## src/rtl/traffic_pkg.sv

```systemverilog
// Shared types and constants for the intersection phase controller.
package traffic_pkg;

   typedef enum logic [2:0] {
      MAIN_GREEN  = 3'd0,
      MAIN_YELLOW = 3'd1,
      ALL_RED_A   = 3'd2,
      PED_WALK    = 3'd3,
      SIDE_GREEN  = 3'd4,
      SIDE_YELLOW = 3'd5,
      ALL_RED_B   = 3'd6
   } phase_e;

   localparam logic [2:0] LT_RED = 3'b100;
   localparam logic [2:0] LT_YEL = 3'b010;
   localparam logic [2:0] LT_GRN = 3'b001;

   function automatic int unsigned max_u(input int unsigned a, input int unsigned b);
      return (a > b) ? a : b;
   endfunction

endpackage

```

## src/rtl/phase_timer.sv

```systemverilog
// Tick-driven phase timer; done fires on the tick that completes the phase.
module phase_timer #(
   parameter int unsigned CNT_W = 8
) (
   input  logic             clk,
   input  logic             rst,
   input  logic             clr,
   input  logic             tick,
   input  logic [CNT_W-1:0] dur,   // last timer value of the phase, i.e. duration-1
   input  logic             sat,
   output logic             done
);

   logic [CNT_W-1:0] cnt_q, cnt_d;
   logic             at_end;

   assign at_end = (cnt_q >= dur);
   assign done   = tick && at_end;

   always_comb begin
      cnt_d = cnt_q;
      if (clr) begin
         cnt_d = '0;
      end else if (tick && !(sat && at_end)) begin
         cnt_d = cnt_q + CNT_W'(1);
      end
   end

   always_ff @(posedge clk) begin
      if (!rst) begin
         cnt_q <= '0;
      end else begin
         cnt_q <= cnt_d;
      end
   end

endmodule

```

## src/rtl/traffic_phase_ctrl.sv

```systemverilog
// Two-road plus pedestrian intersection sequencer with latched demand.
module traffic_phase_ctrl
   import traffic_pkg::*;
#(
   parameter int unsigned CNT_W            = 8,
   parameter int unsigned MAIN_GREEN_TICKS = 20,
   parameter int unsigned SIDE_GREEN_TICKS = 10,
   parameter int unsigned YELLOW_TICKS     = 3,
   parameter int unsigned ALLRED_TICKS     = 2,
   parameter int unsigned PED_TICKS        = 8
) (
   input  logic       clk,
   input  logic       rst,
   input  logic       tick,
   input  logic       side_car,
   input  logic       ped_req,
   output logic [2:0] main_light,
   output logic [2:0] side_light,
   output logic       walk,
   output logic       ped_ack,
   output logic [2:0] state_o
);

   localparam int unsigned MAX_DUR = max_u(max_u(max_u(MAIN_GREEN_TICKS, SIDE_GREEN_TICKS),
                                                 max_u(YELLOW_TICKS, ALLRED_TICKS)), PED_TICKS);

   if (MAIN_GREEN_TICKS < 1 || SIDE_GREEN_TICKS < 1 || YELLOW_TICKS < 1 ||
       ALLRED_TICKS < 1 || PED_TICKS < 1) begin : g_bad_dur
      $error("traffic_phase_ctrl: every phase duration must be at least one tick");
   end
   if (CNT_W < 1 || ((MAX_DUR - 1) >> CNT_W) != 0) begin : g_bad_width
      $error("traffic_phase_ctrl: CNT_W too narrow for the longest phase");
   end

   localparam logic [CNT_W-1:0] MG_LAST = CNT_W'(MAIN_GREEN_TICKS - 1);
   localparam logic [CNT_W-1:0] SG_LAST = CNT_W'(SIDE_GREEN_TICKS - 1);
   localparam logic [CNT_W-1:0] YL_LAST = CNT_W'(YELLOW_TICKS - 1);
   localparam logic [CNT_W-1:0] AR_LAST = CNT_W'(ALLRED_TICKS - 1);
   localparam logic [CNT_W-1:0] PW_LAST = CNT_W'(PED_TICKS - 1);

   phase_e           state_q, state_d;
   logic             car_pend_q, car_pend_d;
   logic             ped_pend_q, ped_pend_d;
   logic             ped_ack_q, ped_ack_d;
   logic [CNT_W-1:0] dur;
   logic             sat;
   logic             clr;
   logic             done;

   phase_timer #(
      .CNT_W(CNT_W)
   ) u_timer (
      .clk  (clk),
      .rst  (rst),
      .clr  (clr),
      .tick (tick),
      .dur  (dur),
      .sat  (sat),
      .done (done)
   );

   // Only main green saturates so it can rest there waiting for demand.
   always_comb begin
      dur = AR_LAST;
      sat = 1'b0;
      unique case (state_q)
         MAIN_GREEN: begin
            dur = MG_LAST;
            sat = 1'b1;
         end
         MAIN_YELLOW, SIDE_YELLOW: dur = YL_LAST;
         PED_WALK:                 dur = PW_LAST;
         SIDE_GREEN:               dur = SG_LAST;
         default:                  dur = AR_LAST;
      endcase
   end

   always_comb begin
      state_d = state_q;
      unique case (state_q)
         MAIN_GREEN:  if (done && (car_pend_q || ped_pend_q)) state_d = MAIN_YELLOW;
         MAIN_YELLOW: if (done) state_d = ALL_RED_A;
         ALL_RED_A:   if (done) state_d = ped_pend_q ? PED_WALK : SIDE_GREEN;
         PED_WALK:    if (done) state_d = car_pend_q ? SIDE_GREEN : ALL_RED_B;
         SIDE_GREEN:  if (done) state_d = SIDE_YELLOW;
         SIDE_YELLOW: if (done) state_d = ALL_RED_B;
         ALL_RED_B:   if (done) state_d = MAIN_GREEN;
         default:     state_d = ALL_RED_B;
      endcase
   end

   assign clr = (state_d != state_q);

   // Entering a service phase clears its demand, overriding a same-cycle request.
   always_comb begin
      car_pend_d = car_pend_q |
                   (side_car && state_q != SIDE_GREEN && state_q != SIDE_YELLOW);
      ped_pend_d = ped_pend_q | (ped_req && state_q != PED_WALK);
      if (state_d == SIDE_GREEN && state_q != SIDE_GREEN) car_pend_d = 1'b0;
      if (state_d == PED_WALK && state_q != PED_WALK)     ped_pend_d = 1'b0;
      ped_ack_d = (state_d == PED_WALK) && (state_q != PED_WALK);
   end

   always_ff @(posedge clk) begin
      if (!rst) begin
         state_q    <= ALL_RED_B;
         car_pend_q <= 1'b0;
         ped_pend_q <= 1'b0;
         ped_ack_q  <= 1'b0;
      end else begin
         state_q    <= state_d;
         car_pend_q <= car_pend_d;
         ped_pend_q <= ped_pend_d;
         ped_ack_q  <= ped_ack_d;
      end
   end

   always_comb begin
      main_light = LT_RED;
      side_light = LT_RED;
      walk       = 1'b0;
      unique case (state_q)
         MAIN_GREEN:  main_light = LT_GRN;
         MAIN_YELLOW: main_light = LT_YEL;
         PED_WALK:    walk       = 1'b1;
         SIDE_GREEN:  side_light = LT_GRN;
         SIDE_YELLOW: side_light = LT_YEL;
         default:     main_light = LT_RED;
      endcase
   end

   assign ped_ack = ped_ack_q;
   assign state_o = state_q;

endmodule

```

## config.mk

```make
export PLATFORM = sky130hd
export DESIGN_NAME = traffic_phase_ctrl
export DESIGN_NICKNAME = d
export VERILOG_FILES = /design/src/rtl/traffic_pkg.sv /design/src/rtl/phase_timer.sv /design/src/rtl/traffic_phase_ctrl.sv
export SDC_FILE = /design/constraint.sdc
export NUM_CORES = 1
export LEC_CHECK = 0
export ABC_AREA = 1
export BUFFER_PORTS_ARGS = -buffer_cell sky130_fd_sc_hd__buf_2
export CORE_MARGIN = 3
export CORE_UTILIZATION = 45
export CTS_CLUSTER_SIZE = 16
export DETAILED_ROUTE_END_ITERATION = 16
export GPL_TIMING_DRIVEN = 0
export PLACE_DENSITY_LB_ADDON = 0.25
export SKIP_LAST_GASP = 1
export SYNTH_ARGS = -nofsm -noshare
export SYNTH_HDL_FRONTEND = slang
export SYNTH_SLANG_ARGS = --single-unit
```

## constraint.sdc

```tcl
create_clock -name clk -period 2.2 [get_ports clk]
set_clock_uncertainty 0.1 [all_clocks]
set_input_delay 0.33 -clock clk [delete_from_list [all_inputs] [get_ports clk]]
set_output_delay 0.33 -clock clk [all_outputs]
set_load 0.03 [all_outputs]
```

-- Yosys cells after proc, flatten, opt, wreduce, memory -nomap -nowiden
Index checks and enable logic that the tools add are counted.
- add/sub/neg operators: 1
- magnitude comparators: 1
- equality and inequality tests: 12
- muxes and demuxes: 15
- bitwise operators: 3
- reductions and logical operators: 16
- operators with widths (cell ; number):
    two-way mux 3 bit ; 8
    one-hot mux 3 bit (7 select lines) ; 1
    one-hot mux 5 bit (4 select lines) ; 1
    equality test 3 bit (second input constant) ; 4
    one-hot mux 3 bit (2 select lines) ; 2
    equality test 3 x 2 -> 1 bit (second input constant) ; 3
    logical AND 1 bit ; 9
    adder 8 x 1 -> 8 bit (second input constant) ; 1
    >= comparator 8 x 5 -> 1 bit ; 1
    OR reduction 2 bit ; 4
    != test 3 bit (second input constant) ; 2
    equality test 3 x 1 -> 1 bit (second input constant) ; 1
    logical NOT 3 bit ; 1
    != test 3 x 2 -> 1 bit (second input constant) ; 1
    != test 3 bit ; 1
    two-way mux 1 bit ; 2
    two-way mux 2 bit ; 1
    bitwise OR 1 bit ; 2
    logical NOT 1 bit ; 1
    logical OR 1 bit ; 1
    NOT 1 bit ; 1
- register bits: 14
- input port bits: 5
- output and inout port bits: 11
- logic and storage cells: 53

-- Depth between registers and ports, before layout
Gate-level depths: netlist of run 1.
- depth after elaboration: 11
- gate-level depth with buffers: 20
- mapped depth without buffers: 20

-- Hierarchy
A second synthesis of run 1 with hierarchy kept.
- cells, all modules: 183
- area total of the unflattened synthesis: 1144.8 um^2
- by module, submodules not included (module ; times used ; cells each ; area an instance (um^2)):
    phase_timer ; 1 ; 100 ; 666.9
    traffic_phase_ctrl ; 1 ; 83 ; 478.0

-- Least setup slack after synthesis of run 1
OpenSTA, ideal clock, no wires.
- path type: flip-flop to flip-flop
- start point: register state_q[2], in the netlist state_o[2]
- end point: register u_timer.cnt_q[0]
- data arrival time: 3142 ps
- setup slack: -1115 ps
- stages on the path, launching flop included: 18
- path buffers: 1
- clock period less this slack: 3315 ps
- cell sequence: dfxtp_1 -> buf_6 -> inv_1 -> nor3_1 -> inv_1 -> ha_1 -> nand2_1 -> nor2_1 -> nor2_1 -> nand2_1 -> nand2_2 -> nand2_4 -> nand2_4 -> inv_4 -> nand4_2 -> nand4_1 -> nand2_4 -> nor3_2
- longest elaborated chain between the ends: 10
- elaborated cells on any way between the ends: 26
- those cells by class: order compare: 1; eq/ne: 7; mux: 10; reduce/logical: 8
- ends and longest elaborated chain (item ; RTL line ; source):
    start, declared ; traffic_phase_ctrl.sv:41 ; phase_e state_q, state_d;
    start signal, assigned ; traffic_phase_ctrl.sv:111 ; state_q <= state_d;
    equality test 3 bit or equality test 3 x 1 -> 1 bit (tied branches) ; traffic_phase_ctrl.sv:66, traffic_phase_ctrl.sv:80 ;
    OR reduction 2 bit ; traffic_phase_ctrl.sv:66 ; unique case (state_q)
    one-hot mux 5 bit (4 select lines) ; traffic_phase_ctrl.sv:66 ;
    >= comparator 8 x 5 -> 1 bit ; phase_timer.sv:17 ; assign at_end = (cnt_q >= dur);
    logical AND 1 bit ; phase_timer.sv:18 ; assign done = tick && at_end;
    logical AND 1 bit ; traffic_phase_ctrl.sv:81 ; MAIN_GREEN: if (done && (car_pend_q || ped_pend_q)) state_d = MAIN_YELLOW;
    two-way mux 3 bit ; traffic_phase_ctrl.sv:81 ;
    one-hot mux 3 bit (7 select lines) ; traffic_phase_ctrl.sv:80 ; unique case (state_q)
    != test 3 bit ; traffic_phase_ctrl.sv:92 ; assign clr = (state_d != state_q);
    OR reduction 2 bit (no line) ; n/a ;
    end signal, assigned ; phase_timer.sv:33 ; cnt_q <= cnt_d;
    end, declared ; phase_timer.sv:14 ; logic [CNT_W-1:0] cnt_q, cnt_d;
Several ways; a longest one is shown, not always the timed one.
A chain may end at the register's enable or synchronous reset.

-- Worst setup path after layout of run 1
- start point: register state_q[2], in the netlist state_o[2]
- end point: register car_pend_q
- longest elaborated chain between the ends: 11
- elaborated cells on any way between the ends: 28
- those cells by class: order compare: 1; eq/ne: 9; mux: 9; bitwise: 1; reduce/logical: 8
- ends and longest elaborated chain (item ; RTL line ; source):
    equality test 3 bit or equality test 3 x 1 -> 1 bit (tied branches) ; traffic_phase_ctrl.sv:66, traffic_phase_ctrl.sv:80 ;
    OR reduction 2 bit ; traffic_phase_ctrl.sv:66 ;
    one-hot mux 5 bit (4 select lines) ; traffic_phase_ctrl.sv:66 ;
    >= comparator 8 x 5 -> 1 bit ; phase_timer.sv:17 ;
    logical AND 1 bit ; phase_timer.sv:18 ;
    logical AND 1 bit ; traffic_phase_ctrl.sv:81 ;
    two-way mux 3 bit ; traffic_phase_ctrl.sv:81 ;
    one-hot mux 3 bit (7 select lines) ; traffic_phase_ctrl.sv:80 ;
    equality test 3 bit ; traffic_phase_ctrl.sv:99 ; if (state_d == SIDE_GREEN && state_q != SIDE_GREEN) car_pend_d = 1'b0;
    logical AND 1 bit ; traffic_phase_ctrl.sv:99 ;
    OR reduction 2 bit (no line) ; n/a ;
    end signal, assigned ; traffic_phase_ctrl.sv:112 ; car_pend_q <= car_pend_d;
    end, declared ; traffic_phase_ctrl.sv:42 ; logic car_pend_q, car_pend_d;
Several ways; a longest one is shown, not always the timed one.

==> results.md, run 1 <==
- Status: finished, violations left
- Failing checks: setup timing
- Synthesized flop and latch total: 14
- Core Rows: 17
- Pre-CTS setup slack: -0.552 ns
- Hold path endpoint: state_o[2]
- Max IR drop VDD: 1.31 mV
- Synth area leaders: dfxtp_1, inv_1, nand2_1, nor3_2, ha_1
- CTS Sinks: 14
- Lkg Pwr: 0.834 nW
- Number of H-tree levels: 1
- Period utilisation layout: 1.17
- Crit Reg-Reg Endpoint: car_pend_q
- Netlist cell types: 30
- DR vias: 1245
- Hold slack final: 0.171 ns
- Startpoint of the worst hold path: rst
- First-pass GRT wire length: 5460 um
- Cells after Synth: 158
- Starting Density: 0.503
- Worst R2R Setup Slack: -0.37 ns
- Final HPWL from detailed placement: 1930 um
- Syn Nets: 169
- Longest Clk Path Bufs: 2
- Share of the synthesized area in the top cell type: 0.236
- CTS tree: yes
- Vias in the first global route: 1177
- Routed WL: 3590 um
- Crit Path Max Fanout: 8
- Mapped cell area: 1190 um^2
- F_max: 389 MHz
- Fin nets: 216
- Share of cells above drive strength 1: 0.525
- Starting DRT DRC Count: 52
- Hold Violations, Final: 0
- PnR worst setup slack: -0.374 ns
- Top Ports: 16
- CTS Hold Bufs: 0
- Remaining Overflow, GRT: 0
- Worst setup path category: reg2reg
- Most frequent cells in the layout: buf_4, inv_1, nand2_1
- Vias per cell: 5.37
- Die area: 3290 um^2
- Hold WC Path Type: in2reg
- GRT Overall Usage: 0.211
- Average size of a mapped cell: 7.52 um^2
- Initial DRT Pass Iterations: 4
- Fill count: 165
- Worst Path Required: 2.31 ns
- DP Cell Count: 201
- IO Port Bufs: 15
- Die Y: 57.4 um
- DIE WIDTH: 57.4 um
- Post-Layout Cell Count: 232
- GR Util met1: 0.267
- Met3 Track Usage GR: 0.0407
- M2 GR Usage: 0.337
- P per Cell Area: 1180 nW/um^2
- Top cell type by total area after synthesis: dfxtp_1
- Synthesis warning total: 0
- Initial antenna violation count: 0
- Clk pin slew, worst setup/hold paths: 0.09 ns
- Max_cap viols: 0
- Slew Viols, Final: 0
- GR peak layer: met2
- Skew-Pair Late Insertion Delay: 0.28 ns
- Gp weighted congestion: 0.770
- P&R area growth vs syn: 43.7%
- Root Buffer: clkbuf_4
- # setup viols final: 14
- Core footprint: 2360 um^2
- Commonest non-fill, non-tap cell in the layout: buf_4
- DR WL/cell: 15.5 um
- Critical Path End Type: register
- Tot Pwr: 2.02 mW
- DRC: 0
- Worst hold path cell count: 2
- Register area share after synthesis: 0.236
- Antenna cells: 0
- R2R depth: 16
- Largest net degree at the start of global routing: 11
- Crit path DAT: 2.68 ns
- Post-route ant nets: 0
- Final Critical Period: 2.57 ns
- Worst slew margin: 0.804
- RSZ-0062 raised after global routing: true
- FF-to-FF Start: state_o[2]
- Worst Max-Slew Pin Slew: 0.293 ns
- Total CTS buffers: 3
- Worst Setup Start Kind: register
registers in the layout, summed over array words and instances, names as in the netlist:
signal	cells
ped_pend_q	1
state_o	3
car_pend_q	1
u_timer.cnt_q	8
ped_ack	1
where the power goes:
part           switching (mW)  internal, mW
sequential             0.0845         0.305
clock                  0.0927         0.101
combinational           0.864         0.571
total                    1.04         0.977
layer usage:
| layer | wire, um | vias to the layer above |
|---|---|---|
| met5 | 0 | - |
| met4 | 82 | 0 |
| met3 | 278 | 8 |
| met2 | 1760 | 58 |
| met1 | 1460 | 580 |
| li1 | - | 599 |
critical path, cell delays in order, from the launching register on:
cell	delay, ns
dfxtp_4	0.44
clkinvlp_4	0.14
nor3_4	0.16
inv_2	0.09
ha_4	0.28
nand2_2	0.06
nor2_2	0.08
nor2_1	0.05
nand2_1	0.06
nand2_2	0.06
nand2_4	0.13
nand2_8	0.09
o21ai_0	0.22
nand3_1	0.15
a21oi_2	0.19
nor2_1	0.06
a21oi_1	0.16
worst max path at each step:
stage,endpoint,from,cells past startpoint
final,car_pend_q,state_o[2],16
after global routing,car_pend_q,state_o[2],16
after CTS,u_timer.cnt_q[4],state_o[1],20
after detailed placement,u_timer.cnt_q[4],state_o[1],19
after global placement,u_timer.cnt_q[3],state_o[1],19
after floorplan,u_timer.cnt_q[0],state_o[0],19
per-stage QoR:
step,util,instance area [um^2],TNS (ns)
after floorplan,-,1210,-5.27
after global placement,0.560,1320,-5.61
after detailed placement,0.560,1320,-6.16
after CTS,0.674,1590,-1.81
after global routing,0.723,1710,-6.05
final,0.723,1710,-3.75
final cells by class:
cell class,count,area (um^2),area share
flip-flops and latches,14,292,0.171
multi-input cells,110,913,0.535
clock buffers,4,36.3,0.0212
well taps,28,35.0,0.0205
repair buffers,44,303,0.177
inverters,32,129,0.0755
cells in the mapped netlist:
master	n
nand4_1	3
nand3_1	7
nor3_2	9
or2_2	1
xnor2_1	2
nand2_4	4
xor2_1	5
nor4_4	1
inv_4	1
buf_6	2
o2111ai_1	1
nor2_4	1
nor3_4	1
nor2_1	11
dfxtp_1	14
ha_1	6
a31oi_1	1
nand2_1	28
nand4_2	1
o21ai_0	4
inv_2	3
nand3_2	2
inv_1	28
nand2_2	9
nand3_4	1
nor3_1	3
mux2_2	4
a21oi_1	3
o211ai_2	1
o211ai_1	1
what timing repair did:
action	CTS	global route
hold endpoints to repair	0	0
endpoints found under the setup margin	14	15
setup buffers	25	4
gates resized for setup	14	20
pin swaps	10	4
cell families after synthesis:
group / share of synthesized area
compound gates: 0.0589
xor+xnor: 0.0516
fa+ha+maj: 0.0632
buf+inv: 0.122
flops: 0.236
mux: 0.0379
simple gates: 0.431
Power figures use the tool's default switching activity.
==> inputs of run 2 (changes only) <==
SKIP_LAST_GASP = default   (was 1)
==> results.md, run 2 (same netlist as run 1, synthesis figures left out) <==
- # setup viols final: 14
- Initial DRT Pass Iterations: 4
- Remaining Overflow, GRT: 0
- Tot Pwr: 2.02 mW
- Longest Clk Path Bufs: 2
- CTS tree: yes
- DR WL/cell: 15.6 um
- Period utilisation layout: 1.15
- F_max: 396 MHz
- Antenna cells: 0
- Vias in the first global route: 1177
- Max reg flops: 8
- Top Ports: 16
- Most frequent cells in the layout: buf_4, inv_1, nand2_1
- P&R area growth vs syn: 44.3%
- Crit path DAT: 2.65 ns
- Initial antenna violation count: 0
- Slew Viols, Final: 0
- Fin Setup TNS: -3.61 ns
- Most used cell, CP: nand2_4
- Starting Density: 0.503
- Routed WL: 3620 um
- Worst Path Required: 2.32 ns
- Fin nets: 216
- Core footprint: 2360 um^2
- P per Cell Area: 1180 nW/um^2
- Sw Ratio: 0.515
- Crit-path slowest cell: dfxtp_4
- Post-route ant nets: 0
- Root Buffer: clkbuf_4
- Die area: 3290 um^2
- Worst Max-Slew Pin Slew: 0.302 ns
- Final HPWL from detailed placement: 1930 um
- Critical Path End Type: register
- Total CTS buffers: 3
- Largest net degree at the start of global routing: 11
- Max_cap viols: 0
- Gp weighted congestion: 0.770
- Lkg Pwr: 0.835 nW
- Hold WC Path Type: in2reg
- GRT Overall Usage: 0.211
- Sequential fraction of design power: 0.192
- Crit Path Max Fanout: 8
- CP max stage delay: 0.44 ns
- DRC: 0
- Commonest non-fill, non-tap cell in the layout: buf_4
- Skew-Pair Late Insertion Delay: 0.28 ns
- Worst Setup Start Kind: register
- Share of cells above drive strength 1: 0.529
- Number of H-tree levels: 1
- Failing checks: setup timing
- Most flop-heavy register: u_timer.cnt_q
- Combinational Power Share: 0.713
- Final Critical Period: 2.53 ns
- Pre-CTS setup slack: -0.552 ns
- Hold Violations, Final: 0
- Clock share of power: 0.095
- Die Y: 57.4 um
- Status: finished, violations left
- Starting DRT DRC Count: 52
- PnR worst setup slack: -0.328 ns
- Clk pin slew, worst setup/hold paths: 0.10 ns
- First-pass GRT wire length: 5460 um
- Critical Path, Cell by Cell: clkinvlp_4, nor3_4, inv_2, ha_4, nand2_2, nor2_2, nor2_1, nand2_1, nand2_2, nand2_4, nand2_8, nand2_4, nand2_4, nand2_4, nand3_4, nand2_4, nand3_4, nor3_2
- CTS Sinks: 14
- Switching pwr: 1.04 mW
- Max IR drop VDD: 1.30 mV
- RSZ-0062 raised after global routing: true
- Core Rows: 17
- Int Pwr: 0.982 mW
- Worst slew margin: 0.799
- DR vias: 1218
- DIE WIDTH: 57.4 um
- Worst setup path category: reg2reg
- IO Port Bufs: 15
- Vias per cell: 5.25
run 2: critical path: cells and delay by family, from the launching register on:
| kind | cells | cell delay [ns] |
|---|---|---|
| adders and majority gates | 1 | 0.28 |
| and+or+nand+nor | 15 | 1.43 |
| buffers and inverters | 2 | 0.23 |
| DFF | 1 | 0.44 |
run 2: what timing repair did:
action                     in CTS  in global routing
setup endpoints to repair      14                 15
pin swaps                      10                  4
gates cloned                    0                  0
gates resized for setup        15                 20
hold buffers                    0                  0
setup buffers                  25                  4
run 2: layout make-up:
| cell class | count | area (um^2) |
|---|---|---|
| Clock buffer | 4 | 36.3 |
| Sequential cell | 14 | 292 |
| Timing Repair Buffer | 44 | 303 |
| Fill cell | 162 | 646 |
| Inverter | 32 | 129 |
| Multi-Input combinational cell | 110 | 921 |
| Tap cell | 28 | 35.0 |
run 2: layer usage:
layer,wire length (um),track usage,vias to the layer above
li1,-,-,601
met2,1820,0.337,54
met3,232,0.0407,10
met4,74,0.109,0
met5,0,0,-
met1,1500,0.267,553
run 2: final timing paths:
check	startpoint	to	slack, ns	cells past startpoint
setup / recovery	state_o[2]	u_timer.cnt_q[7]	-0.33	18
hold / removal	rst	state_o[2]	0.17	2
setup reg to reg	state_o[2]	u_timer.cnt_q[7]	-0.33	18
hold reg to reg	ped_pend_q	ped_pend_q	0.51	2
run 2: through the flow:
step / utilization / instances / hold slack [ns] / instance area, um^2
3_5_place_dp: 0.560 / 201 / 0.456 / 1320
5_1_grt: 0.727 / 232 / 0.174 / 1720
3_3_place_gp: 0.560 / 201 / 0.446 / 1320
4_1_cts: 0.675 / 228 / 0.162 / 1590
2_1_floorplan: - / 158 / 0.298 / 1210
6_report: 0.727 / 232 / 0.173 / 1720
run 2: power by group through the flow:
stage | registers (mW) | clock network, mW | logic, mW
floorplan | 0.384 | 0 | 0.739
global placement | 0.355 | 0 | 0.938
detailed placement | 0.356 | 0 | 0.961
CTS | 0.378 | 0.196 | 1.20
global route | 0.396 | 0.208 | 1.54
finish | 0.389 | 0.192 | 1.44
==> inputs of run 3 (changes only) <==
--- a/config.mk
+++ b/config.mk
@@ -7,3 +7,2 @@
 export LEC_CHECK = 0
-export ABC_AREA = 1
 export BUFFER_PORTS_ARGS = -buffer_cell sky130_fd_sc_hd__buf_2
@@ -15,2 +14,3 @@
 export PLACE_DENSITY_LB_ADDON = 0.25
+export SETUP_SLACK_MARGIN = 0.02
 export SYNTH_ARGS = -nofsm -noshare
--- a/constraint.sdc
+++ b/constraint.sdc
@@ -4,2 +4,2 @@
 set_output_delay 0.33 -clock clk [all_outputs]
-set_load 0.03 [all_outputs]
+set_load 0.02 [all_outputs]
==> results.md, run 3 <==
- Status: finished, violations left
- Failing checks: setup timing
- Crit Path Max Fanout: 8
- Cells after Synth: 104
- Skew-Pair Late Insertion Delay: 0.29 ns
- Fraction of registers with async set/reset: 0
- F_max: 373 MHz
- Synthesized flop and latch total: 14
- Vias per cell: 5.61
- Register area share after synthesis: 0.324
- First-pass GRT wire length: 4050 um
- Crit path DAT: 2.81 ns
- Final HPWL from detailed placement: 1490 um
- Average size of a mapped cell: 8.31 um^2
- Top Ports: 16
- Vias in the first global route: 898
- Top cell type by total area after synthesis: dfxtp_1
- Commonest register cell after synthesis: dfxtp_1
- Gp weighted congestion: 0.776
- Hold Violations, Final: 0
- GRT Overall Usage: 0.214
- Die Y: 49.8 um
- DRC: 0
- Share of the synthesized area in the top cell type: 0.324
- Max IR drop VDD: 0.444 mV
- Hold WC Path Type: in2reg
- Share of cells above drive strength 1: 0.451
- Number of H-tree levels: 1
- Clk pin slew, worst setup/hold paths: 0.08 ns
- Synthesis warning total: 0
- Most flop-heavy register: u_timer.cnt_q
- DR WL/cell: 14.4 um
- Most frequent cells in the layout: buf_2, dfxtp_1, buf_4
- RSZ-0062 raised after global routing: true
- Pre-CTS setup slack: -0.552 ns
- Mapped cell area: 865 um^2
- Netlist cell types: 38
- Worst Path Required: 2.32 ns
- Longest Clk Path Bufs: 2
- Synth area leaders: dfxtp_1, ha_1, o21ai_0, a21oi_1, inv_1
- Slew Viols, Final: 0
- DP Cell Count: 144
- Antenna cells: 0
- Starting Density: 0.490
- Syn Nets: 115
- P&R area growth vs syn: 40.5%
- Worst slew margin: 0.688
- Commonest non-fill, non-tap cell in the layout: buf_2
- Period utilisation layout: 1.22
- CTS Hold Bufs: 0
- PnR worst setup slack: -0.482 ns
- Post-Layout Cell Count: 158
- Routed WL: 2270 um
- Starting DRT DRC Count: 19
- Lkg Pwr: 0.516 nW
- CTS Sinks: 14
- Worst setup path category: reg2reg
- Root Buffer: clkbuf_4
- Fin nets: 145
- Core footprint: 1760 um^2
- Die area: 2480 um^2
- P per Cell Area: 767 nW/um^2
- Largest net degree at the start of global routing: 11
- Remaining Overflow, GRT: 0
- Fin Setup TNS: -5.54 ns
- Max_cap viols: 0
- Worst Max-Slew Pin Slew: 0.462 ns
- Initial DRT Pass Iterations: 4
- Critical Path End Type: register
- Worst Setup Start Kind: register
- Most common cell in the netlist: dfxtp_1
- Post-route ant nets: 0
- Max reg flops: 8
- Final Critical Period: 2.68 ns
- Initial antenna violation count: 0
- Core Rows: 15
- EDFF count, synth: 0
- # setup viols final: 14
- CTS tree: yes
- IO Port Bufs: 15
- DR vias: 886
- DIE WIDTH: 49.8 um
- Synth cell count leaders: dfxtp_1, o21ai_0, a21oi_1
- Total CTS buffers: 3
-- run 3: changes by cell type in the layout (fill, tap and decap cells not counted), moves of 7 or more --
cell and change:
nand2_2 -10, nand2_4 -8, nand2_1 -15, inv_1 -18, nor3_2 -7, buf_4 -18
-- run 3: logic make-up after synthesis --
family | Yosys count | share of synthesized area
AND/OR/NAND/NOR | 35 | 0.227
AO/OA/AOI/OAI | 34 | 0.263
flip-flops | 14 | 0.324
buffers and inverters | 10 | 0.0434
adder cells (fa/ha/maj) | 7 | 0.0984
XOR/XNOR | 2 | 0.0203
multiplexers | 2 | 0.0232
-- run 3: routing by layer --
metal	vias up	track usage	wire, um
li1	442	-	-
met1	422	0.221	921
met4	0	0.101	40
met2	16	0.394	1230
met5	-	0	0
met3	6	0.0574	77
-- run 3: metrics by stage --
step / util / area [um^2] / power [mW] / hold WS [ns]
after global routing: 0.689 / 1210 / 0.994 / 0.146
after floorplan: - / 901 / 0.557 / 0.292
after CTS: 0.661 / 1170 / 0.899 / 0.138
after detailed placement: 0.571 / 1010 / 0.631 / 0.391
after global placement: 0.571 / 1010 / 0.624 / 0.386
final: 0.689 / 1210 / 0.932 / 0.146
-- run 3: area by class of cell --
cell class | instances | area [um^2]
Buffer | 3 | 37.5
Clock buffer | 4 | 36.3
Fill cell | 160 | 549
Inverter | 7 | 28.8
Multi-Input combinational cell | 80 | 638
Sequential cell | 14 | 289
Tap cell | 25 | 31.3
Timing Repair Buffer | 25 | 154
-- run 3: path summary, 6_finish.rpt --
| check | slack, ns | endpoint | depth (start not counted) | from |
|---|---|---|---|---|
| setup reg to reg | -0.48 | u_timer.cnt_q[6] | 8 | state_o[2] |
| hold reg to reg | 0.40 | u_timer.cnt_q[7] | 2 | u_timer.cnt_q[7] |
| setup / recovery | -0.48 | u_timer.cnt_q[6] | 8 | state_o[2] |
| hold / removal | 0.15 | state_o[2] | 2 | rst |
-- run 3: worst max-delay path, cell delays in order, from the launching register on --
cell      delay (ns)
dfxtp_4         0.36
or3_4           0.39
ha_2            0.18
or4_4           0.45
a211oi_4        0.32
buf_4           0.18
a211oi_2        0.04
a311o_2         0.47
a21oi_2         0.13
-- run 3: power breakdown --
part           internal (mW)  switching (mW)  total, mW  leakage, nW
combinational          0.211           0.225      0.436        0.381
clock                  0.101          0.0907      0.192       0.0210
sequential             0.279          0.0248      0.304        0.115
total                  0.591           0.340      0.932        0.516
-- run 3: repair_timing --
action                     in CTS  in global routing
gates cloned                    0                  0
setup buffers                  10                  0
setup endpoints to repair      14                 14
resized for setup              16                 13
pin swaps                       7                  5
